**config.mk**
```make
export PLATFORM = sky130hd
export DESIGN_NAME = wb_regfile
export DESIGN_NICKNAME = d
export VERILOG_FILES = /design/src/rtl/cpu_pkg.sv /design/src/rtl/wb_fifo.sv /design/src/rtl/wb_regfile.sv
export SDC_FILE = /design/constraint.sdc
export NUM_CORES = 2
export LEC_CHECK = 0
export CAP_MARGIN = 20
export CORE_AREA = 5 5 340 376
export DETAILED_ROUTE_END_ITERATION = 10
export DIE_AREA = 0 0 345 381
export PLACE_DENSITY = 0.73
export REMOVE_ABC_BUFFERS = 1
export SLEW_MARGIN = 20
export SYNTH_ARGS = -nofsm -noshare
export SYNTH_HDL_FRONTEND = slang
export SYNTH_SLANG_ARGS = --single-unit
```
**constraint.sdc**
```tcl
create_clock -name clk -period 3.5 [get_ports clk]
set_input_delay 0.35 -clock clk [delete_from_list [all_inputs] [get_ports clk]]
set_output_delay 0.35 -clock clk [all_outputs]
set_load 0.01 [all_outputs]
```
**src/rtl/cpu_pkg.sv**
```systemverilog
// ---------------------------------------------------------------------------
// cpu_pkg
// Shared definitions for the MIPS CPU write-back / register-file slice.
//
// Contents:
//   DATA_W, ADDR_W : architectural register width and register address width
//   REG_ZERO       : address of the hard-wired zero register
//   wb_entry_t     : one buffered write-back {addr, data}
//   cnt_width()    : width of an occupancy count that can hold 0..depth
// ---------------------------------------------------------------------------
package cpu_pkg;

  localparam int DATA_W = 32;
  localparam int ADDR_W = 5;

  localparam logic [ADDR_W-1:0] REG_ZERO = 5'd0;

  typedef struct packed {
    logic [ADDR_W-1:0] addr;
    logic [DATA_W-1:0] data;
  } wb_entry_t;

  // One bit wider than the pointer so that "full" and "empty" differ.
  function automatic int cnt_width(input int depth);
    return $clog2(depth) + 1;
  endfunction

endpackage

```
**src/rtl/wb_fifo.sv**
```systemverilog
// ---------------------------------------------------------------------------
// wb_fifo
// DEPTH-entry commit buffer for pending register write-backs.
//
// Ports:
//   clk, rst_n  : clock, asynchronous active-low reset (empties the buffer)
//   push        : enqueue push_entry at the clock edge (caller guarantees room)
//   push_entry  : entry to enqueue
//   pop         : dequeue the head entry at the clock edge (caller guarantees
//                 the buffer is not empty)
//   head_entry  : oldest entry (valid when count != 0)
//   count       : number of valid entries, 0..DEPTH
//   entries     : age-ordered view, entries[0] = oldest; entries[i] is valid
//                 only when i < count. Used by the read-port bypass search.
// ---------------------------------------------------------------------------
module wb_fifo
  import cpu_pkg::*;
#(
  parameter  int DEPTH = 2,
  localparam int PTR_W = $clog2(DEPTH),
  localparam int CNT_W = PTR_W + 1
) (
  input  logic                    clk,
  input  logic                    rst_n,
  input  logic                    push,
  input  wb_entry_t               push_entry,
  input  logic                    pop,
  output wb_entry_t               head_entry,
  output logic [CNT_W-1:0]        count,
  output wb_entry_t [DEPTH-1:0]   entries
);

  wb_entry_t        mem [DEPTH];
  logic [PTR_W-1:0] head;
  logic [PTR_W-1:0] tail;

  // Pointers wrap naturally because DEPTH is a power of two.
  // NOTE: sequential state uses non-blocking assignments so every flop
  // samples the pre-edge values regardless of statement order.
  always_ff @(posedge clk or negedge rst_n) begin
    if (!rst_n) begin
      head  <= '0;
      tail  <= '0;
      count <= '0;
    end else begin
      if (push) tail <= tail + 1'b1;
      if (pop)  head <= head + 1'b1;
      unique case ({push, pop})
        2'b10:   count <= count + 1'b1;
        2'b01:   count <= count - 1'b1;
        default: count <= count;
      endcase
    end
  end

  // NOTE: the storage array has no reset; only the pointers and count are
  // cleared, which is enough to discard every buffered entry.
  always_ff @(posedge clk) begin
    if (push) mem[tail] <= push_entry;
  end

  assign head_entry = mem[head];

  always_comb begin
    for (int i = 0; i < DEPTH; i++) begin
      entries[i] = mem[PTR_W'(head + PTR_W'(i))];
    end
  end

endmodule

```
**src/rtl/wb_regfile.sv**
```systemverilog
// ---------------------------------------------------------------------------
// wb_regfile
// Register file and write-back stage for the MIPS CPU. ALU results are
// accepted into a small commit buffer (wb_fifo) and retired one per cycle
// into a 2**ADDR_W x DATA_W register array. Two combinational read ports
// return source operands; register 0 always reads as zero.
//
// Configuration macro:
//   REGFILE_BYPASS_EN  defined   : read ports search the buffered writes
//                                  youngest-to-oldest and return a hit, so
//                                  reads see every accepted write.
//                      undefined : read ports see only the committed array.
//
// Ports:
//   clk, rst_n          : clock, asynchronous active-low reset
//   regcWr/Addr/Data    : write request from the execute unit
//   wr_ready            : buffer accepts a write at this edge
//   hold                : freeze commit (stall / debug)
//   regaAddr, regaData  : read port A (combinational)
//   regbAddr, regbData  : read port B (combinational)
//   pending             : number of buffered, uncommitted writes
// ---------------------------------------------------------------------------
module wb_regfile #(
  parameter  int DATA_W = 32,
  parameter  int ADDR_W = 5,
  parameter  int DEPTH  = 2,
  localparam int CNT_W  = $clog2(DEPTH) + 1
) (
  input  logic              clk,
  input  logic              rst_n,
  input  logic              regcWr,
  input  logic [ADDR_W-1:0] regcAddr,
  input  logic [DATA_W-1:0] regcData,
  output logic              wr_ready,
  input  logic              hold,
  input  logic [ADDR_W-1:0] regaAddr,
  input  logic [ADDR_W-1:0] regbAddr,
  output logic [DATA_W-1:0] regaData,
  output logic [DATA_W-1:0] regbData,
  output logic [CNT_W-1:0]  pending
);

  import cpu_pkg::*;

  wb_entry_t              push_entry;
  wb_entry_t              head_entry;
  wb_entry_t [DEPTH-1:0]  entries;
  logic [CNT_W-1:0]       count;
  logic                   push;
  logic                   pop;

  logic [DATA_W-1:0]      regs [2**ADDR_W];

  // ---------------------------------------------------------------------
  // Accept / commit control
  // ---------------------------------------------------------------------
  // A full buffer still accepts when not held: the head commits at the
  // same edge and frees the slot.
  assign wr_ready   = (count != CNT_W'(DEPTH)) || !hold;
  // Writes to r0 are accepted (handshake completes) but never buffered.
  assign push       = regcWr && wr_ready && (regcAddr != REG_ZERO);
  assign pop        = (count != '0) && !hold;
  assign push_entry = '{addr: regcAddr, data: regcData};
  assign pending    = count;

  wb_fifo #(
    .DEPTH (DEPTH)
  ) u_fifo (
    .clk        (clk),
    .rst_n      (rst_n),
    .push       (push),
    .push_entry (push_entry),
    .pop        (pop),
    .head_entry (head_entry),
    .count      (count),
    .entries    (entries)
  );

  // ---------------------------------------------------------------------
  // Register array: architectural state, cleared on reset. Entry 0 exists
  // only for uniform indexing; it is never written (r0 is never enqueued).
  // ---------------------------------------------------------------------
  always_ff @(posedge clk or negedge rst_n) begin
    if (!rst_n) begin
      for (int i = 0; i < 2**ADDR_W; i++) regs[i] <= '0;
    end else if (pop) begin
      regs[head_entry.addr] <= head_entry.data;
    end
  end

  // ---------------------------------------------------------------------
  // Read ports. The incoming regcData is never forwarded; only entries
  // already in the buffer can be bypassed.
  // ---------------------------------------------------------------------
  function automatic logic [DATA_W-1:0] read_port(input logic [ADDR_W-1:0] addr);
    logic [DATA_W-1:0] val;
    // NOTE: give every combinational result a value on every path up front
    // so no latch is inferred.
    val = regs[addr];
`ifdef REGFILE_BYPASS_EN
    // Oldest to youngest, so the youngest matching entry wins.
    for (int i = 0; i < DEPTH; i++) begin
      if ((CNT_W'(i) < count) && (entries[i].addr == addr)) val = entries[i].data;
    end
`endif
    if (addr == REG_ZERO) val = '0;
    return val;
  endfunction

  always_comb regaData = read_port(regaAddr);
  always_comb regbData = read_port(regbAddr);

`ifndef REGFILE_BYPASS_EN
  // Entry view is only consumed by the bypass search.
  logic unused_entries;
  assign unused_entries = ^entries;
`endif

endmodule
```
# [After elaboration in Yosys (flattened, before gate mapping)]
# Memories as Yosys holds them, arrays and structs flattened.
# Index checks and enable logic that the tools add are counted.
[word_totals] register_bits=1028 ram_bits=74 in_bits=51 output_inout_bits=67 wordCells=75 n_memories=1
[classes] n_addsub=4 magnitude_cmp=4 eq_ne=3 n_mux=14 bitwise_logic=3 reduce_logical=11
[memory_table] memory="u_fifo.mem" words=2 word_bits=37 rd=1 rd_clocked_by_memory_dff=0 write_ports=1 line="wb_fifo.sv:33" rtl="wb_entry_t mem [DEPTH];"
[op_table] op="$bwmux W1024" count=1
[op_table] op="$bmux W32 S5" count=2
[op_table] op="$mux W32" count=7
[op_table] op="$demux W32 S5" count=1
[op_table] op="$ge A6 B6 Y1 const B" count=3
[op_table] op="$not A5 Y6" count=3
[op_table] op="$logic_not A5 Y1" count=2
[op_table] op="$lt A6 B1 Y1 const B" count=1
[op_table] op="$reduce_bool A5 Y1" count=1
[op_table] op="$logic_and A1 B1 Y1" count=4
[op_table] op="$pmux W2 S2" count=1
[op_table] op="$reduce_bool A2 Y1" count=2
[op_table] op="$add A1 B1 Y1 const B" count=2
[op_table] op="$add A2 B1 Y2 const B" count=1
[op_table] op="$eq A2 B1 Y1 const B" count=1
[op_table] op="$eq A2 B2 Y1 const B" count=1
[op_table] op="$mux W1" count=2
[op_table] op="$ne A2 B2 Y1 const B" count=1
[op_table] op="$sub A2 B1 Y2 const B" count=1
[op_table] op="$logic_not A1 Y1" count=1
[op_table] op="$logic_or A1 B1 Y1" count=1

# [Logic depth before layout (Yosys ltp)]
# An unclocked memory read counts as a cell.
[logic_depth] ltp_word=7 ltp_mapped=8 ltp_nobuf=6

# [By module]
# A second synthesis with hierarchy kept.
[unflattened] cells_unflattened=3834 area_unflattened_um2=59318.1
[modules_own_cells] mod="wb_regfile" n_inst=1 cells_per_inst=3627 area_each_um2=55545.8 seq_area_each_um2=25624.6
[modules_own_cells] mod="wb_fifo" n_inst=1 cells_per_inst=207 area_each_um2=3772.4 seq_area_each_um2=2322.2

# [Worst setup path after synthesis]
# No wires, ideal clock.
[synth_path] path_kind="register to register" start="reg u_fifo.count[0]" end="mem u_fifo.mem[0][0] (netlist bit), enable pin" setup_time_ns=0.431 arrival_time_ns=2.446 required_time_ns=3.069 path_slack_ns=0.622 path_stages_with_launch=4 n_path_buf=0 period_less_slack_ns=2.878 path_cell_list="dfrtp_1 -> nand3b_1 -> o211ai_1 -> nor2_1"
[synth_via] elab_chain_cells=6
[synth_lines] item="start: declaration" line="wb_fifo.sv:29" rtl="output logic [CNT_W-1:0] count,"
[synth_lines] item="start signal: assignment" line="wb_fifo.sv:49" rtl="2'b10: count <= count + 1'b1;"
[synth_lines] item="start signal: assignment" line="wb_fifo.sv:50" rtl="2'b01: count <= count - 1'b1;"
[synth_lines] item="start signal: assignment" line="wb_fifo.sv:51" rtl="default: count <= count;"
[synth_lines] item="$ne A2 B2 Y1" line="wb_regfile.sv:59" rtl="assign wr_ready = (count != CNT_W'(DEPTH)) || !hold;"
[synth_lines] item="$logic_or A1 B1 Y1" line="wb_regfile.sv:59"
[synth_lines] item="via wr_ready" line="wb_regfile.sv:34" rtl="output logic wr_ready,"
[synth_lines] item="$logic_and A1 B1 Y1 (2 in series)" line="wb_regfile.sv:61" rtl="assign push = regcWr && wr_ready && (regcAddr != REG_ZERO);"
[synth_lines] item="$mux W1" line="wb_fifo.sv:59" rtl="if (push) mem[tail] <= push_entry;"
[synth_lines] item="$mux W1 (not written as such)" line="wb_fifo.sv:59"
[synth_lines] item="end: declaration" line="wb_fifo.sv:33"
# The timed path passes the listed nets, and every way through them passes these cells.

# [Final worst setup path]
[layout_path] start="in regbAddr[0]" end="out regbData[24]"
[layout_via] elab_chain_cells=5 word_cells_on_any_way=6 cone_classes="mux (4); bitwise (1); reduce/logical (1)"
[layout_lines] item="start: declaration" line="wb_regfile.sv:37" rtl="input logic [ADDR_W-1:0] regbAddr,"
[layout_lines] item="$not A5 Y6 (not written as such)" line="wb_regfile.sv:99" rtl="val = regs[addr];"
[layout_lines] item="$bmux W32 S5" line="wb_regfile.sv:99"
[layout_lines] item="$mux W32 (not written as such) (2 in series)" line="wb_regfile.sv:99"
[layout_lines] item="$mux W32 (*)" line="wb_regfile.sv:106" rtl="if (addr == REG_ZERO) val = '0;"
[layout_lines] item="end: declaration" line="wb_regfile.sv:39" rtl="output logic [DATA_W-1:0] regbData,"
# Mark *: on every way between the ends. The rest lies on a longest branch, timed or not. The select of a mux whose other input is x is not followed.

==> run summary <==
GPL Wtd Cong: 0.810
Crit path required time: 3.15 ns
compound-gate portion of the synthesized area: 4.80%
sequential-to-total area share from yosys stat: 48.5%
Starting Density: 46.5%
final hold slack: 0.185 ns
antenna violations before repair: 3
Setup Skew: 0.0294 ns
status: finished with violations
FFs w/ async S/R, synth: 93.3%
Fmax: 285 MHz
slowest stage cell, crit path: nor2_4
Max Cap Viol: 0
Setup crit start: regbAddr[0]
IO Port Bufs: 117
row cnt: 136
fraction of layout cells with a size suffix above 1: 50.5%
crit share post-route: 100%
max incr delay on CP: 0.84 ns
Least-Margin Pin Slew: 1.17 ns
clk buf depth: 3
Post-CTS Setup Bufs: 0
H-tree depth: 3
GRT Total Usage: 26.8%
Hold WC Path Type: input pin to asynchronous set/reset pin
post-synthesis simple-gate area fraction: 1.69%
CP endpoint: regbData[24]
FF-to-FF End: regs[65]
DIE HEIGHT: 381 microns
Setup WS post-layout: -0.00968 ns
routed vias/inst: 6.70
CTS tree: yes
Final min period: 3.51 ns
leakage power: 0.0282 uW
Total Power: 48100 uW
endpoints failing hold: 0
CP bufs+invs: 4
DPL Wire Length: 101000 microns
Num CTS Buffers: 111
CP cell instances: buf_6 -> nor2_4 -> buf_4 -> nand2_1 -> o2111ai_1 -> a311oi_1 -> buf_4 -> clkdlybuf4s50_1
post-synthesis mux area share: 41.7%
critical path class: input pin to output pin
diodes inserted: 0
worst-path fanout max: 18
FF-to-FF path depth: 6
count of yosys warnings during synthesis: 0
grt ovf: 0
post-synthesis cell area: 0.0576 sq mm
met3 Use GR: 5.25%
Max-slew headroom: 22.1%
vias: 37200
failing checks: setup timing
Adder-Cell Fraction of Synth Area: 0.0217%
die area: 0.131 sq mm
final WL: 177000 microns
Clk pin slew, worst setup/hold paths: 0.06 ns
M1 GR Usage: 36.5%
Stages on worst setup path: 8
CP Capture Type: output pin
Clock Tree Root: clkbuf_16
Synth Area in XOR/XNOR: 0.0760%
flops & latches, synth: 1102
CP arrival: 3.16 ns
top cell family by delay on the critical path: buffers and inverters
GR peak layer: met2
Final setup viols: 1
multi-input gate area in the final layout: 0.0281 sq mm
die width: 345 microns
pins over their slew limit: 0
Core ar.: 0.124 sq mm
syn avg cell area: 15.3 sq um
pwr/cell area: 732 mW/mm^2
R2R Setup Slk: 0.79 ns
Unique masters post-synth: 51
maximum VDD drop: 0.412 mV
total clock sinks: 1102
cell repeated most along the worst path: buf_4
most frequent cells in the layout: 1059 x mux2_2, 1027 x dfrtp_1, 448 x mux4_2
Reg-to-Reg Start: u_fifo.count[0]
vias in the first global route: 38300
worst-skew pair later-pin latency: 0.73 ns
largest net degree at the start of global routing: 147
number of synthesized flops with an enable pin: 74
remaining antenna violation count: 0
DR pass1 iterations: 7
most common cell after layout, fill and taps aside: mux2_2
WL per Instance: 32.0 microns
DRC viols: 0
Ports: 118
Fill cells: 9996
first-pass GRT wire length: 263000 microns
Reg area: 0.0279 sq mm
CP startpoint kind: input pin
Nets: 3853
initial DRC count: 4108
ys flop type: dfrtp_1
Area Growth Syn to Fin: 14.0%
Cells after Synth: 3765
RSZ-0062 raised after global routing: no
M2 GR Usage: 42.1%
largest family of logic cells by synthesized area: multiplexers
-- state kept, by name, indices dropped and copies added (netlist names) --
name / count
u_fifo.count: 2
u_fifo.mem: 74
regs: 1024
u_fifo.tail: 1
u_fifo.head: 1
-- worst reg2reg max path, stage by stage (launching register included) --
cell and delay (ns):
dfrtp_1 0.45, o21bai_2 0.48, nor2_1 0.18, buf_4 0.20, nand3_2 0.05, buf_4 0.72, mux2_2 0.48
-- metal layers --
layer	part of all wire (%)	vias to the layer above
met3	8.4	468
met1	40	20100
met2	47	1854
met5	0	-
li1	-	14800
met4	4.9	0
-- worst min-delay path by stage --
stage               cells past startpoint   startpoint               end  slack (ns)
finish                                  2        rst_n         regs[997]        0.18
global route                            1  regcData[7]  u_fifo.mem[0][7]        0.19
CTS                                     2        rst_n         regs[389]        0.16
detailed placement                      1        rst_n         regs[997]        0.32
global placement                        1        rst_n         regs[997]        0.32
floorplan                               0        rst_n           regs[0]        0.05
-- cell usage after synthesis, drive strengths merged, types with 19 or more instances --
library cell / instances / area [sq um]
nor2: 19 / 73.8
o21ai: 111 / 556
nor2b: 71 / 447
mux2i: 129 / 1300
a221oi: 46 / 403
mux4: 448 / 10100
dfrtp: 1028 / 25700
edfxtp: 74 / 2220
clkbuf: 199 / 748
mux2: 1121 / 12600
a22oi: 67 / 522
buf: 203 / 1080
a311oi: 64 / 561
a211oi: 64 / 480
nand2: 39 / 154
-- timing repair --
item	4_1_cts	5_1_grt
resized for setup	1	0
hold endpoints to repair	118	0
setup endpoints to repair	1	0
hold buffers	1	0
-- report_power, final --
| group | internal, uW | switching (uW) |
|---|---|---|
| clock network | 7510 | 5250 |
| logic | 8340 | 6230 |
| registers | 17500 | 3280 |
| total | 33300 | 14800 |
-- logic make-up after synthesis --
| family | count (synthesis) |
|---|---|
| XOR/XNOR | 5 |
| AND/OR/NAND/NOR | 169 |
| multiplexers | 1698 |
| adder cells (fa/ha/maj) | 1 |
| buffers and inverters | 409 |
| flip-flops | 1102 |
| AO/OA/AOI/OAI | 381 |
-- cell type report --
cell class	count	area share, %
multi-input combinational	2254	42.8
sequential	1102	42.5
timing repair buffer	325	5.55
clock buffer	159	4.96
tap	1656	3.15
clock inverter	46	1.00
inverter	7	0.0438
-- per-stage QoR --
stage	std cells	setup TNS [ns]	setup WS, ns	cell area (sq um)	utilization [%]
CTS	5549	0	0.0662	65700	53.0
floorplan	3363	-112.25	-0.446	55800	-
finish	5549	-0.00968	-0.00968	65700	53.0
detailed placement	5343	0	0.0849	61800	49.9
global placement	5343	0	0.102	61800	49.9
global route	5549	0	0.0135	65700	53.0
Note: power is estimated with default switching activity, not from simulation.
